[src/rtl/definitions.sv]
// rtl/definitions.sv - shared types and constants for the pc_fetch stage
// Purpose: FSM state type, datapath widths and default branch-target LUT contents.
// Ports: none (package).
package definitions;

  localparam int PC_W  = 10;
  localparam int CNT_W = 16;

  localparam logic [CNT_W-1:0] CNT_MAX = '1;

  typedef enum logic [1:0] {
    IDLE   = 2'd0,
    RUN    = 2'd1,
    HALTED = 2'd2
  } pc_state_e;

  // Absolute branch/jump targets; entry i = i*32 so targets land on 32-word blocks.
  localparam logic [PC_W-1:0] BRANCH_TGT [32] = '{
    10'd0,   10'd32,  10'd64,  10'd96,  10'd128, 10'd160, 10'd192, 10'd224,
    10'd256, 10'd288, 10'd320, 10'd352, 10'd384, 10'd416, 10'd448, 10'd480,
    10'd512, 10'd544, 10'd576, 10'd608, 10'd640, 10'd672, 10'd704, 10'd736,
    10'd768, 10'd800, 10'd832, 10'd864, 10'd896, 10'd928, 10'd960, 10'd992
  };

endpackage

[src/rtl/pc_fetch_if.sv]
// rtl/pc_fetch_if.sv - control/status bundle between decoder, testbench and pc_fetch
// Purpose: groups the fetch-control inputs and PC/status outputs.
// Signals: Start, Branch, Jump, Halt, Zero, Target[4:0] (to fetch stage);
//          PC[PC_W-1:0], Done, CycleCnt[CNT_W-1:0] (from fetch stage).
// Modports: master drives control and observes status; slave is the fetch stage.
interface pc_fetch_if;
  import definitions::*;

  logic             Start;
  logic             Branch;
  logic             Jump;
  logic             Halt;
  logic             Zero;
  logic [4:0]       Target;
  logic [PC_W-1:0]  PC;
  logic             Done;
  logic [CNT_W-1:0] CycleCnt;

  modport master (
    output Start, Branch, Jump, Halt, Zero, Target,
    input  PC, Done, CycleCnt
  );

  modport slave (
    input  Start, Branch, Jump, Halt, Zero, Target,
    output PC, Done, CycleCnt
  );

endinterface

[src/rtl/branch_lut.sv]
// rtl/branch_lut.sv - combinational branch-target lookup
// Purpose: maps a 5-bit instruction immediate to an absolute PC_W-bit target.
// Ports: i_target[4:0] LUT index; o_addr[PC_W-1:0] target address.
module branch_lut
  import definitions::*;
(
  input  logic [4:0]      i_target,
  output logic [PC_W-1:0] o_addr
);

  assign o_addr = BRANCH_TGT[i_target];

endmodule

[src/rtl/pc_fetch.sv]
// rtl/pc_fetch.sv - program counter and run/halt fetch control
// Purpose: next-PC selection (halt/jump/branch/increment), IDLE/RUN/HALTED FSM,
//          optional RUN-cycle counter enabled by macro PC_CYCLE_COUNT_EN.
// Ports: Clk rising-edge clock; Reset async active-high;
//        bus (pc_fetch_if.slave): Start/Branch/Jump/Halt/Zero/Target in,
//        PC/Done/CycleCnt out (all registered; CycleCnt tied 0 without the macro).
module pc_fetch
  import definitions::*;
(
  input logic       Clk,
  input logic       Reset,
  pc_fetch_if.slave bus
);

  pc_state_e       r_state;
  logic [PC_W-1:0] r_pc;
  logic            r_done;
  logic [PC_W-1:0] w_lut_pc;
  logic [PC_W-1:0] w_next_pc;

  branch_lut u_branch_lut (
    .i_target (bus.Target),
    .o_addr   (w_lut_pc)
  );

  // Jump outranks a branch and ignores Zero; the increment wraps naturally at 2^PC_W.
  always_comb begin
    w_next_pc = r_pc + PC_W'(1);
    if (bus.Jump) begin
      w_next_pc = w_lut_pc;
    end else if (bus.Branch && bus.Zero) begin
      w_next_pc = w_lut_pc;
    end
  end

  always_ff @(posedge Clk or posedge Reset) begin
    if (Reset) begin
      r_state <= IDLE;
      r_pc    <= '0;
      r_done  <= 1'b0;
    end else begin
      case (r_state)
        IDLE: begin
          if (bus.Start) begin
            r_state <= RUN;
            r_pc    <= '0;
            r_done  <= 1'b0;
          end
        end
        RUN: begin
          // Halt has top priority and freezes the PC on the halting instruction.
          if (bus.Halt) begin
            r_state <= HALTED;
            r_done  <= 1'b1;
          end else begin
            r_pc <= w_next_pc;
          end
        end
        HALTED: begin
          if (bus.Start) begin
            r_state <= RUN;
            r_pc    <= '0;
            r_done  <= 1'b0;
          end
        end
        default: begin
          r_state <= IDLE;
          r_pc    <= '0;
          r_done  <= 1'b0;
        end
      endcase
    end
  end

  assign bus.PC   = r_pc;
  assign bus.Done = r_done;

`ifdef PC_CYCLE_COUNT_EN
  logic [CNT_W-1:0] r_cycle_cnt;

  // Counts every edge spent in RUN (including the halting edge); saturates instead of wrapping.
  always_ff @(posedge Clk or posedge Reset) begin
    if (Reset) begin
      r_cycle_cnt <= '0;
    end else if (r_state != RUN && bus.Start) begin
      r_cycle_cnt <= '0;
    end else if (r_state == RUN && r_cycle_cnt != CNT_MAX) begin
      r_cycle_cnt <= r_cycle_cnt + CNT_W'(1);
    end
  end

  assign bus.CycleCnt = r_cycle_cnt;
`else
  assign bus.CycleCnt = '0;
`endif

endmodule

[src/flat_wrapper.sv]
// flat-port wrapper written by rule: the top's interface ports become plain ports
module pc_fetch_flat import definitions::*;
  (Clk, Reset, bus_Start, bus_Branch, bus_Jump, bus_Halt, bus_Zero, bus_Target, bus_PC, bus_Done, bus_CycleCnt);
  pc_fetch_if bus_i ();
  input logic Clk;
  input logic Reset;
  input wire logic [$bits(bus_i.Start)-1:0] bus_Start;
  input wire logic [$bits(bus_i.Branch)-1:0] bus_Branch;
  input wire logic [$bits(bus_i.Jump)-1:0] bus_Jump;
  input wire logic [$bits(bus_i.Halt)-1:0] bus_Halt;
  input wire logic [$bits(bus_i.Zero)-1:0] bus_Zero;
  input wire logic [$bits(bus_i.Target)-1:0] bus_Target;
  output wire logic [$bits(bus_i.PC)-1:0] bus_PC;
  output wire logic [$bits(bus_i.Done)-1:0] bus_Done;
  output wire logic [$bits(bus_i.CycleCnt)-1:0] bus_CycleCnt;
  assign bus_i.Start = bus_Start;
  assign bus_i.Branch = bus_Branch;
  assign bus_i.Jump = bus_Jump;
  assign bus_i.Halt = bus_Halt;
  assign bus_i.Zero = bus_Zero;
  assign bus_i.Target = bus_Target;
  assign bus_PC = bus_i.PC;
  assign bus_Done = bus_i.Done;
  assign bus_CycleCnt = bus_i.CycleCnt;
  pc_fetch u_core (.Clk(Clk), .Reset(Reset), .bus(bus_i));
endmodule
[config.mk]
export PLATFORM = sky130hd
export DESIGN_NAME = pc_fetch_flat
export DESIGN_NICKNAME = d
export VERILOG_FILES = /design/src/rtl/definitions.sv /design/src/rtl/pc_fetch_if.sv /design/src/rtl/branch_lut.sv /design/src/rtl/pc_fetch.sv /design/src/flat_wrapper.sv
export SDC_FILE = /design/constraint.sdc
export NUM_CORES = 1
export LEC_CHECK = 0
export ABC_AREA = 1
export BUFFER_PORTS_ARGS = -buffer_cell sky130_fd_sc_hd__buf_2
export CORE_MARGIN = 3
export CORE_UTILIZATION = 45
export CTS_CLUSTER_DIAMETER = 120
export DETAILED_ROUTE_END_ITERATION = 8
export PLACE_DENSITY = 0.74
export SYNTH_ARGS = -nofsm -noshare
export SYNTH_HDL_FRONTEND = slang
export SYNTH_HIERARCHICAL = 1
export SYNTH_SLANG_ARGS = --single-unit
[constraint.sdc]
create_clock -name Clk -period 2.1 [get_ports Clk]
set_clock_uncertainty 0.15 [all_clocks]
set_input_delay 0.105 -clock Clk [delete_from_list [all_inputs] [get_ports Clk]]
set_output_delay 0.105 -clock Clk [all_outputs]
set_load 0.02 [all_outputs]
==> results of run 1 <==
-- repair_timing --
action | in CTS | in global routing
hold buffers | 3 | 0
endpoints found under the hold margin | 14 | 0
gates resized for setup | 0 | 0
endpoints found under the setup margin | 0 | 0
setup buffers | 0 | 0
-- area by class of cell --
class	instances	share of cell area
Timing Repair Buffer	25	0.128
Tap cell	27	0.0309
Sequential cell	12	0.274
Multi-Input combinational cell	114	0.473
Clock buffer	4	0.0331
Inverter	17	0.0606
-- cells in the final DEF, fill, tap and decap left out, drive strengths merged, types with 2 or more instances in the layout --
cell type	instances
o21ai	11
dfrtp	12
nand2	45
dlygate4sd3	3
conb	21
nor2	21
inv	17
clkbuf	4
buf	22
nand3	6
nand4	2
-- where the power goes --
part | total (mW) | switching (mW) | internal (mW)
registers | 0.331 | 0.0578 | 0.274
logic | 0.305 | 0.208 | 0.0963
clock network | 0.183 | 0.0780 | 0.105
-- cells by family (layout without fill, tap and decap cells) --
group                      after synthesis  in the layout  share of synthesized area
and+or+nand+nor                         75             75                      0.319
AOI/OAI and AO/OA                       16             16                     0.0908
adders and majority gates                1              1                     0.0123
other                                    2             21                    0.00736
DFF                                     12             12                      0.294
xor gates and xnor gates                 1              1                    0.00859
buffers and inverters                   44             46                      0.267
-- per-layer routing --
layer | global-route usage | share of wire
met5 | 0 | 0
met4 | 0.0511 | 0
met3 | 0.0249 | 0.064
met2 | 0.288 | 0.49
met1 | 0.199 | 0.45
-- how the worst max path moves through the flow --
stage | startpoint | endpoint | cells past startpoint
4_1_cts | u_core/bus.PC[1] | u_core/bus.PC[6] | 8
2_1_floorplan | u_core/bus.PC[1] | u_core/bus.PC[6] | 8
3_3_place_gp | u_core/bus.PC[1] | u_core/bus.PC[6] | 8
5_1_grt | u_core/bus.PC[1] | u_core/bus.PC[6] | 8
6_report | u_core/bus.PC[1] | u_core/bus.PC[6] | 8
3_5_place_dp | u_core/bus.PC[1] | u_core/bus.PC[6] | 8
-- per-stage QoR --
stage | power [mW] | utilization | std cells | instance area, sq um | worst slack, ns
finish | 0.819 | 0.531 | 199 | 1090 | 0.603
global route | 0.875 | 0.531 | 199 | 1090 | 0.519
CTS | 0.824 | 0.531 | 199 | 1090 | 0.646
detailed placement | 0.633 | 0.499 | 192 | 1030 | 0.674
global placement | 0.623 | 0.499 | 192 | 1030 | 0.762
floorplan | 0.578 | - | 170 | 1090 | 0.658
-- registers in the layout (all words and copies together) (netlist names) --
| name | count |
|---|---|
| u_core/bus.PC | 10 |
| u_core/r_state | 2 |
-- critical path, cell delays in order (launching register included) --
cell and delay, ns:
dfrtp_1 0.42, ha_1 0.23, nand2_1 0.11, nor2_2 0.15, nand3_1 0.10, nand2_1 0.08
nand2_1 0.05, nand2_1 0.07, o21ai_1 0.05
==> flow_summary.ini, run 1 <==
[sta]
clock.fmax_mhz = 668
whs_ns = 0.0171
fin_crit_sh = 0.713
hold_viol_final = 0
min_period_ns = 1.50
final-setup-viol-count = 0
tns_ns = 0
rsz0062_at_grt = no
drv_slew = 0

[worst_setup_path]
r2r-end = u_core/bus.PC[6]
criticalPathCategory = reg2reg
cp.required_ns = 2.11
r2r_slack_ns = 0.60
worstRegToRegCells = 8
cp-start-kind = register
critPathArrivalTime_ns = 1.51
end_kind = register
crit_path_max_fanout = 5
timing.rr.start = u_core/bus.PC[1]

[drt]
drt_iter0_drc = 29
antenna_left = 0
post_drt_wl_per_cell_microns = 10.8
drc = 0
wirelength_microns = 2150
vias = 908
via_per_inst = 4.56
dr.pass1.iters = 4

[place]
gp_congestion = 0.849
hpwl_microns = 1550
portBuffers = 22

[yosys]
async_flop_share = 1.00
ys_seq_elements = 12
synth_top_area_cell = dfrtp_1
synth_cell_types = 24
yosysTopAreaCellShare = 0.294
avgSynthCellArea_sq_um = 6.75
synth.most_common_cell = nand2_1
synthCells = 151
syn_area_sq_um = 1020
synth_edf_count = 0
netlist_top_cells_area = dfrtp_1 29%, buf_4 19%, nand2_1 16%, nor2_1 5.9%, o21ai_1 4.9%
ys.flop_type = dfrtp_1
ys_warn_count = 6
synth_sequential_area_ratio = 0.294
synthTopCellsByCount = 43 x nand2_1, 26 x buf_4, 16 x nor2_1

[cells_and_area]
final_nets = 186
drive_above_1_share = 0.221
syn_to_final_growth_pct = 7.36
regArea_sq_um = 300
fillCellCount = 202
antenna_cells = 0
multiInputGateArea_sq_um = 518

[cts]
cts_buffers = 3
cts_root_buffer = clkbuf_4
cts_buffer_depth = 2
cts.sinks = 12
clk_latency_ns = 0.27
clkTransAtPathRegs_ns = 0.08
cts_tree = yes
cts_htree_levels = 1

[grt]
grt_max_degree = 19
grt_pass1_vias = 824
gr-total-overflow = 0
grt_util_all_layers = 0.162
grt_pass1_wl_microns = 3410
antenna_found_initial = 0

[power_and_ir_drop]
ir_drop_mv = 0.407
power.density_nw_per_um2 = 748
p_leak_nw = 0.618

[floorplan]
die_area_sq_um = 2870
core_sq_um = 2060
pin_count = 39
rows = 16
floorplan.initialDensity = 0.495
die_w_microns = 53.6
chipHeight_microns = 53.6

[worst_hold_path]
hold_class = in2reg
worstHoldPathCells = 5
hold_start = bus_Target[3]
holdPathEnd = u_core/bus.PC[8]

[run_status]
status = finished, final reports clean

[run]
maxCapViolCount = 0
(Power assumes the default switching activity.)
==> run 2: changes to the inputs <==
==> constraint.sdc (replaced) <==
create_clock -name Clk -period 1.4 [get_ports Clk]
set_clock_uncertainty 0.15 [all_clocks]
set_input_delay 0.07 -clock Clk [delete_from_list [all_inputs] [get_ports Clk]]
set_output_delay 0.07 -clock Clk [all_outputs]
set_load 0.02 [all_outputs]
==> flow_summary.ini, run 2 (same netlist as run 1, synthesis figures left out) <==
[place]
hpwl_microns = 1630
placed_cells = 196
portBuffers = 22
gp_congestion = 0.836

[grt]
antenna_found_initial = 0
grt_pass1_wl_microns = 3330
gr-total-overflow = 0
grt_pass1_vias = 795
grt_util_all_layers = 0.157
grt_max_degree = 13

[sta]
clock.fmax_mhz = 750
drv_slew = 0
fin_crit_sh = 0.953
rsz0062_at_grt = yes
min_period_ns = 1.33
final-setup-viol-count = 0
hold_viol_final = 0

[floorplan]
rows = 16
die_w_microns = 53.6
core_sq_um = 2060
pin_count = 39
chipHeight_microns = 53.6
floorplan.initialDensity = 0.495
die_area_sq_um = 2870

[cells_and_area]
final_nets = 196
layout_common_cells = 42 x nand2_1, 22 x buf_2, 21 x conb_1, 15 x nor2_1, 12 x inv_1
antenna_cells = 0
syn_to_final_growth_pct = 19.3
mostFrequentLayoutCell = nand2_1
largest_reg_flops = 10
fin_cells = 209
fillCellCount = 203
drive_above_1_share = 0.286

[drt]
drt_iter0_drc = 22
via_per_inst = 4.57
post_drt_wl_per_cell_microns = 10.6
vias = 955
wirelength_microns = 2210
dr.pass1.iters = 4
antenna_left = 0
drc = 0

[worst_setup_path]
cp.required_ns = 1.42
slowest_delay_ns = 0.41
end_kind = register
cp-start-kind = register
worstRegToRegCells = 8
cpMaxStageDelayCell = dfrtp_2
cp_top_family = simple AND/OR/NAND/NOR gates
critical_path_buf_inv_count = 1
crit_path_max_fanout = 3
r2r_slack_ns = 0.07
path_cells = buf_4 -> nand3_2 -> nor2_2 -> nand2_1 -> nand2_1 -> nand2_1 -> nand2_1 -> o21ai_1
critPathLaunch = u_core/bus.PC[0]
r2r-end = u_core/bus.PC[5]
criticalPathCategory = reg2reg
critPathArrivalTime_ns = 1.35
timing.rr.start = u_core/bus.PC[0]
cp_common_cell = nand2_1

[power_and_ir_drop]
finalPower_mw = 1.31
p_leak_nw = 0.661
ir_drop_mv = 0.532
power.density_nw_per_um2 = 1080

[run]
maxCapViolCount = 0

[worst_hold_path]
worstHoldPathCells = 4
holdPathEnd = u_core/bus.PC[1]
hold_class = in2reg
hold_start = bus_Jump

[cts]
cts_root_buffer = clkbuf_4
cts_htree_levels = 1
cts_buffer_depth = 2
cts.sinks = 12
cts_tree = yes
clkTransAtPathRegs_ns = 0.08
clk_latency_ns = 0.28
cts_buffers = 3

[run_status]
status = finished, final reports clean
[run 2: cell types whose count changed in the layout (fill, tap and decap cells not counted), sizes merged]
cell	before	now
buf	22	28
dlygate4sd3	3	7
[run 2: how the worst max path moves through the flow]
| stage | end | depth (start not counted) |
|---|---|---|
| after floorplan | u_core/bus.PC[6] | 8 |
| after global placement | u_core/bus.PC[6] | 9 |
| after detailed placement | u_core/bus.PC[6] | 9 |
| after CTS | u_core/bus.PC[6] | 9 |
| after global routing | u_core/bus.PC[6] | 8 |
| final | u_core/bus.PC[5] | 8 |
[run 2: tightest hold or removal path: stages]
cell     delay [ns]
buf_2          0.10
nor2_4         0.06
o21ai_1        0.11
o21ai_1        0.06
[run 2: area by class of cell]
type,instances,area (sq um),area share
clock buffer,4,36.3,0.0298
sequential,12,304,0.250
timing repair buffer,35,225,0.185
tap,27,33.8,0.0278
multi-input combinational,114,551,0.453
inverter,17,66.3,0.0545
[run 2: layer usage]
layer,routed length (microns),global-route usage,vias up,share of wire
li1,-,-,487,-
met1,981,0.198,435,0.44
met2,1080,0.271,31,0.49
met3,134,0.0249,2,0.061
met4,19,0.0511,0,0.0086
met5,0,0,-,0
[run 2: where the power goes]
part	switching [mW]	internal, mW	leakage [nW]
combinational	0.337	0.192	0.485
sequential	0.0831	0.414	0.155
clock	0.126	0.158	0.0210
total	0.546	0.764	0.661
[run 2: through the flow]
step / utilization / worst slack, ns / hold slack [ns] / TNS (ns) / cell area (sq um)
6_report: 0.590 / 0.0660 / 0.00232 / 0 / 1220
5_1_grt: 0.590 / -0.0281 / 0.0114 / -0.0787 / 1220
4_1_cts: 0.566 / 0.0315 / 0.000456 / 0 / 1170
2_1_floorplan: - / 0.0392 / -0.215 / 0 / 1090
3_5_place_dp: 0.515 / 0.0508 / -0.0414 / 0 / 1060
3_3_place_gp: 0.515 / 0.0932 / -0.0425 / 0 / 1060
[run 2: what timing repair did]
action / CTS / global route
hold buffers: 7 / 0
gates resized for setup: 0 / 9
setup buffers: 0 / 2
setup endpoints to repair: 0 / 9
hold endpoints to repair: 18 / 0
